File: src/rtl/tx_rr_arbiter.sv
// Round-robin scheduler sharing one transmitter between NSRC requesters.
// Optional handshake timeout is built only when TX_ARB_TIMEOUT_EN is defined.
module tx_rr_arbiter #(
  parameter int NSRC     = 4,
  parameter int IDW      = 2,
  parameter int TIMEOUT  = 255,
  parameter int TOW      = 8,
  parameter int DATA_MSB = 7
) (
  input  logic                         clk,
  input  logic                         reset,
  input  logic [NSRC-1:0]              src_vld,
  input  logic [NSRC*(DATA_MSB+1)-1:0] src_data,
  output logic [NSRC-1:0]              src_done,
  input  logic                         snt,
  output logic                         vi,
  output logic [DATA_MSB:0]            sdata,
  output logic                         busy,
  output logic [IDW-1:0]               gnt_id,
  output logic                         to_err
);

  localparam int W = DATA_MSB + 1;

  typedef enum logic [1:0] {IDLE, LOAD, WAIT, DONE} state_t;

  state_t          state, state_nx;
  logic [IDW-1:0]  rr_ptr;
  logic [IDW-1:0]  pick;
  logic            found;
  logic            vi_nx;
  logic            busy_nx;
  logic [NSRC-1:0] done_nx;

  // First requester at or after rr_ptr, wrapping modulo NSRC
  always_comb begin
    logic [IDW-1:0] ix;
    pick  = '0;
    found = 1'b0;
    ix    = '0;
    for (int unsigned k = 0; k < NSRC; k++) begin
      ix = IDW'((32'(rr_ptr) + k) % NSRC);
      if (!found && src_vld[ix]) begin
        found = 1'b1;
        pick  = ix;
      end
    end
  end

  always_ff @(posedge clk or posedge reset) begin
    if (reset) state <= IDLE;
    else       state <= state_nx;
  end

  always_comb begin
    state_nx = state;
    case (state)
      IDLE:    if (found) state_nx = LOAD;
      LOAD:    state_nx = WAIT;
      WAIT:    if (snt) state_nx = DONE;
      DONE:    state_nx = IDLE;
      default: state_nx = IDLE;
    endcase
  end

  always_comb begin
    vi_nx   = (state == IDLE) && found;
    busy_nx = (state_nx != IDLE);
    done_nx = '0;
    if (state == WAIT && snt) done_nx[gnt_id] = 1'b1;
  end

  always_ff @(posedge clk or posedge reset) begin
    if (reset) begin
      rr_ptr   <= '0;
      gnt_id   <= '0;
      sdata    <= '0;
      vi       <= 1'b0;
      src_done <= '0;
      busy     <= 1'b0;
    end else begin
      vi       <= vi_nx;
      busy     <= busy_nx;
      src_done <= done_nx;
      if (state == IDLE && found) begin
        gnt_id <= pick;
        sdata  <= src_data[32'(pick)*W +: W];
      end
      if (state == DONE)
        rr_ptr <= (32'(gnt_id) == NSRC - 1) ? '0 : gnt_id + 1'b1;
    end
  end

`ifdef TX_ARB_TIMEOUT_EN
  logic [TOW-1:0] tmo_cnt;

  // LOAD always precedes WAIT, so clearing there is the WAIT-entry clear
  always_ff @(posedge clk or posedge reset) begin
    if (reset) begin
      tmo_cnt <= '0;
      to_err  <= 1'b0;
    end else begin
      if (state == LOAD)
        tmo_cnt <= '0;
      else if (state == WAIT && tmo_cnt != '1)
        tmo_cnt <= tmo_cnt + 1'b1;
      if (state == WAIT && tmo_cnt == TOW'(TIMEOUT))
        to_err <= 1'b1;
    end
  end
`else
  assign to_err = 1'b0;
`endif

endmodule

File: config.mk
export PLATFORM = sky130hd
export DESIGN_NAME = tx_rr_arbiter
export DESIGN_NICKNAME = d
export VERILOG_FILES = /design/src/rtl/tx_rr_arbiter.sv
export SDC_FILE = /design/constraint.sdc
export NUM_CORES = 1
export LEC_CHECK = 0
export ABC_CLOCK_PERIOD_IN_PS = 1690
export CAP_MARGIN = 5
export CORE_MARGIN = 10
export CORE_UTILIZATION = 36
export CTS_CLUSTER_DIAMETER = 120
export CTS_CLUSTER_SIZE = 20
export DETAILED_ROUTE_END_ITERATION = 6
export PLACE_DENSITY = 0.76
export SLEW_MARGIN = 0
export SYNTH_ARGS = -nofsm -noshare
export SYNTH_HDL_FRONTEND = slang
export SYNTH_SLANG_ARGS = --single-unit
export TNS_END_PERCENT = 5
File: constraint.sdc
create_clock -name clk -period 1.69 [get_ports clk]
set_clock_uncertainty 0.1 [all_clocks]
set_input_delay 0.2535 -clock clk [delete_from_list [all_inputs] [get_ports clk]]
set_output_delay 0.2535 -clock clk [all_outputs]
set_load 0.05 [all_outputs]
-- Yosys cells after proc, flatten, opt, wreduce, memory -nomap -nowiden
Cells that the tools add are included.
- add/subtract/negate cells: 4
- magnitude comparators: 6
- equal/unequal tests: 4
- shift operators: 1
- muxes and demuxes: 23
- reductions and logical operators: 11
- operators by type and width (cell ; number):
    variable part select 32 x 6 -> 8 bit ; 1
    less-than comparator 2 x 3 -> 1 bit (second input constant) ; 5
    two-way mux 2 bit ; 7
    two-way mux 1 bit ; 9
    binary-select mux 1 bit (select 2 bit) ; 4
    one-hot mux 2 bit (4 select lines) ; 1
    equality test 2 bit (second input constant) ; 3
    logical AND 1 bit ; 6
    adder 2 x 1 -> 2 bit (second input constant) ; 2
    adder 2 bit (second input constant) ; 2
    two-way mux 4 bit ; 1
    logical NOT 1 bit ; 3
    demux 1 bit (select 2 bit) ; 1
    equality test 2 x 1 -> 1 bit (second input constant) ; 1
    greater-or-equal comparator 2 x 1 -> 1 bit (second input constant) ; 1
    logical NOT 2 bit ; 1
    nonzero test 2 bit ; 1
- register bits: 20
- input port bits: 39
- output and inout bits: 17
- word-level logic and storage cells: 56

-- Depth between registers and ports, before layout
- depth in word-level cells: 15
- mapped depth: 7

-- Worst setup path before layout
No wires, ideal clock.
- path kind: reg2reg
- start point: register rr_ptr[1]
- end point: register sdata[0]
- setup time: 0.138 ns
- arrival time: 1.436 ns
- data required time: 1.452 ns
- path slack: 0.016 ns
- stages on the path, launching flop included: 7
- clock period less this slack: 1.674 ns
- cells stage by stage: dfrtp_1 -> mux2i_1 -> o22ai_2 -> nor2_4 -> buf_12 -> mux2i_1 -> o221ai_1
- longest elaborated chain between the ends: 13
- elaborated cells between the ends (all ways): 27
- classes of those cells: add/sub: 3; shift: 1; mux: 16; reduce/logical: 7
- RTL lines (element ; line ; RTL):
    from (decl) ; 28 ; logic [IDW-1:0] rr_ptr;
    from (signal assigned) ; 90 ; rr_ptr <= (32'(gnt_id) == NSRC - 1) ? '0 : gnt_id + 1'b1;
    branches (longest 13 deep; another with adder 2 x 1 -> 2 bit) ; n/a ;
    to (signal assigned) ; 87 ; sdata <= src_data[32'(pick)*W +: W];
    to (decl) ; 17 ; output logic [DATA_MSB:0] sdata,
Parallel ways; which one is timed is not known. The select of a mux whose other input is x is not followed.
A chain may end at the register's enable or synchronous reset.

-- Final worst setup path
- start point: input port src_vld[0]
- end point: register sdata[1]
- longest elaborated chain between the ends: 13
- elaborated cells between the ends (all ways): 24
- classes of those cells: shift: 1; mux: 16; reduce/logical: 7
- RTL lines (element ; line ; RTL):
    from (decl) ; 12 ; input logic [NSRC-1:0] src_vld,
    binary-select mux 1 bit (select 2 bit) ; 43 ; if (!found && src_vld[ix]) begin
    two-way mux 1 bit (implied by the code) ; 43 ;
    two-way mux 1 bit ; 43 ;
    logical NOT 1 bit ; 43 ;
    logical AND 1 bit ; 43 ;
    two-way mux 1 bit ; 43 ;
    logical NOT 1 bit ; 43 ;
    logical AND 1 bit ; 43 ;
    two-way mux 1 bit ; 43 ;
    logical NOT 1 bit ; 43 ;
    logical AND 1 bit ; 43 ;
    two-way mux 2 bit / two-way mux 1 bit (equally long branches) ; 43 ;
    variable part select 32 x 6 -> 8 bit / logical AND 1 bit (equally long branches) ; 87, 85 ;
Parallel ways exist; a longest one is shown, timed or not. The select of a mux whose other input is x is not followed.

==> results.json <==
{
  "outcome": "finished with violations",
  "violations": "setup timing",
  "fmax_mhz": 580,
  "gr-total-overflow": 0,
  "ff2ff_path_depth": 6,
  "clk_pin_slew_ps": 100,
  "n_antenna_cell": 0,
  "use_met3_pct": 4.72,
  "grt_use_total_pct": 11.3,
  "drv_slew": 0,
  "avgSynthCellArea_um2": 10.8,
  "vdd_ir_drop_max_uv": 1080,
  "clk_latency_ps": 300,
  "tns_ps": -34.8,
  "busiest_layer": "met2",
  "clk_path_buf_depth": 2,
  "layout-drive-gt1-share_pct": 24.4,
  "drtPass1Iterations": 4,
  "worstReg2RegStart": "rr_ptr[1]",
  "portBuffers": 54,
  "cap_violations": 0,
  "hold_violations": 0,
  "nNetsFinal": 216,
  "viasPerCell": 4.93,
  "yosysTopAreaCell": "dfrtp_1",
  "period_needed_ps": 1720,
  "wirelength_um": 3470,
  "rsz0062_at_grt": "yes",
  "synth_cells": 104,
  "dp.cells": 206,
  "power_density_mw_per_mm2": 1700,
  "cp-start-kind": "primary input",
  "cts_made_buffers": 3,
  "core_area_mm2": 0.00303,
  "yosysWarnings": 0,
  "wl_per_cell_um": 16.4,
  "reg2reg_slack_ps": -20,
  "arrival_ps": 1800,
  "fin_cells": 212,
  "grt_max_degree": 21,
  "grt_pass1_vias": 1120,
  "total_power_mw": 3.13,
  "antenna_found_initial": 0,
  "netlist_area_mm2": 0.00113,
  "synth.area.top_cells": "dfrtp_1 44%, mux2i_1 15%, ha_1 8.9%, o221ai_1 6.2%, nand2_1 4.0%",
  "worst_setup_path_end_kind": "register",
  "cts_htree_levels": 1,
  "routabilityCongestion": 0.774,
  "critPathKind": "in2reg",
  "yosysSeqAreaShare_pct": 44.4,
  "synth_nets": 151,
  "ys_types": 23,
  "setup_viol": 1,
  "finalCritPeriodShare_pct": 102,
  "clockRootBuffer": "clkbuf_4",
  "ant_nets": 0,
  "area_delta_synth_final_pct": 64.1,
  "drc": 0,
  "pre_cts_ws_ps": -355,
  "vias": 1046,
  "hold_class": "in2async",
  "synth_top_area_share_pct": 44.4,
  "final_common_cell": "clkdlybuf4s50_1",
  "ys_ff_latch": 20,
  "crit_fanout": 8,
  "timing.critical_path.required_ps": 1770,
  "ioPinCount": 56,
  "num_rows": 20,
  "initial_core_util_pct": 37.2,
  "grt.met1_usage_pct": 14.9,
  "drt_iter0_drc": 26,
  "clock_sinks": 20,
  "met2_usage_pct": 17.4,
  "r2r-end": "sdata[1]",
  "dp_hpwl_um": 2790,
  "cts_tree": "built",
  "final_core_util_pct": 61.0,
  "grt_pass1_wl_um": 5550,
  "die_w_um": 75.9,
  "die_h_um": 75.9,
  "die_area_mm2": 0.00577,
  "p_leak_nw": 0.871,
  "layout_setup_ws_ps": -34.8,
  "layout_common_cells": "38 x clkdlybuf4s50_1, 22 x buf_4, 20 x dfrtp_1, 15 x mux2i_1, 11 x nand2_1"
}
## worst max-delay path by stage
stage,endpoint,from,cells past startpoint,slack (ps)
after global routing,sdata[1],rr_ptr[1],6,-80
final,sdata[1],src_vld[0],7,-30
after global placement,sdata[4],src_vld[0],6,-310
after CTS,sdata[6],rr_ptr[1],6,-20
after floorplan,sdata[0],rr_ptr[1],6,20
after detailed placement,sdata[6],src_vld[2],7,-360
## critical path, cell delays in order
cell and delay (ps):
clkdlybuf4s50_1 490, mux2i_1 210, o22ai_2 120, nor2_4 160, buf_12 160, mux2i_2 260, o221ai_2 140
## repair_timing
action / in CTS / in global routing
resized for setup: 2 / 6
gates cloned: 0 / 1
endpoints found under the hold margin: 0 / 0
setup endpoints to repair: 8 / 10
hold buffers: 0 / 0
pin swaps: 0 / 8
setup buffers: 1 / 0
## cell type report
| class | count | area (um^2) |
|---|---|---|
| fill | 251 | 1180 |
| timing repair buffer | 64 | 631 |
| multi-input combinational | 72 | 596 |
| sequential | 20 | 500 |
| tap | 44 | 55.1 |
| clock buffer | 4 | 36.3 |
| inverter | 8 | 30.0 |
## routing by layer
layer  vias up  part of all wire [%]
met5         -                     0
met4         0                     0
met3         0                   6.8
met2        53                    45
met1       499                    48
li1        494                     -
## synthesized netlist by cell type
| cell | n |
|---|---|
| buf_12 | 1 |
| nor2_4 | 1 |
| a211o_1 | 1 |
| o21ai_0 | 5 |
| nand2b_1 | 2 |
| o221ai_1 | 8 |
| ha_1 | 8 |
| mux2i_1 | 17 |
| o22ai_1 | 1 |
| mux2_2 | 1 |
| buf_2 | 1 |
| buf_4 | 2 |
| or2_2 | 2 |
| and3_1 | 4 |
| nor4_1 | 1 |
| o22ai_2 | 1 |
| dfrtp_1 | 20 |
| inv_1 | 8 |
| nand2_1 | 12 |
| nor2_1 | 2 |
| a21oi_1 | 4 |
| o21a_1 | 1 |
| conb_1 | 1 |
## logic make-up after synthesis
group | synth area share [%]
fa+ha+maj | 8.89
simple gates | 10.7
compound gates | 13.3
buf+inv | 6.22
other cells | 0.333
mux | 16.1
flops | 44.4
## where the power goes
part           internal, mW  switching (mW)  total (mW)
Combinational         0.856            1.18        2.03
Sequential            0.684           0.148       0.832
Clock                 0.131           0.138       0.270
## state kept, by name (all words and copies together), names as in the netlist
register,cells
sdata,8
src_done,4
gnt_id,2
rr_ptr,2
state,2
busy,1
vi,1
## metrics by stage
stage,hold slack [ps],area (um^2)
3_5_place_dp,393,1740
5_1_grt,186,1850
6_report,172,1850
3_3_place_gp,370,1740
2_1_floorplan,117,1130
4_1_cts,173,1800
Power figures use the tool's default switching activity.
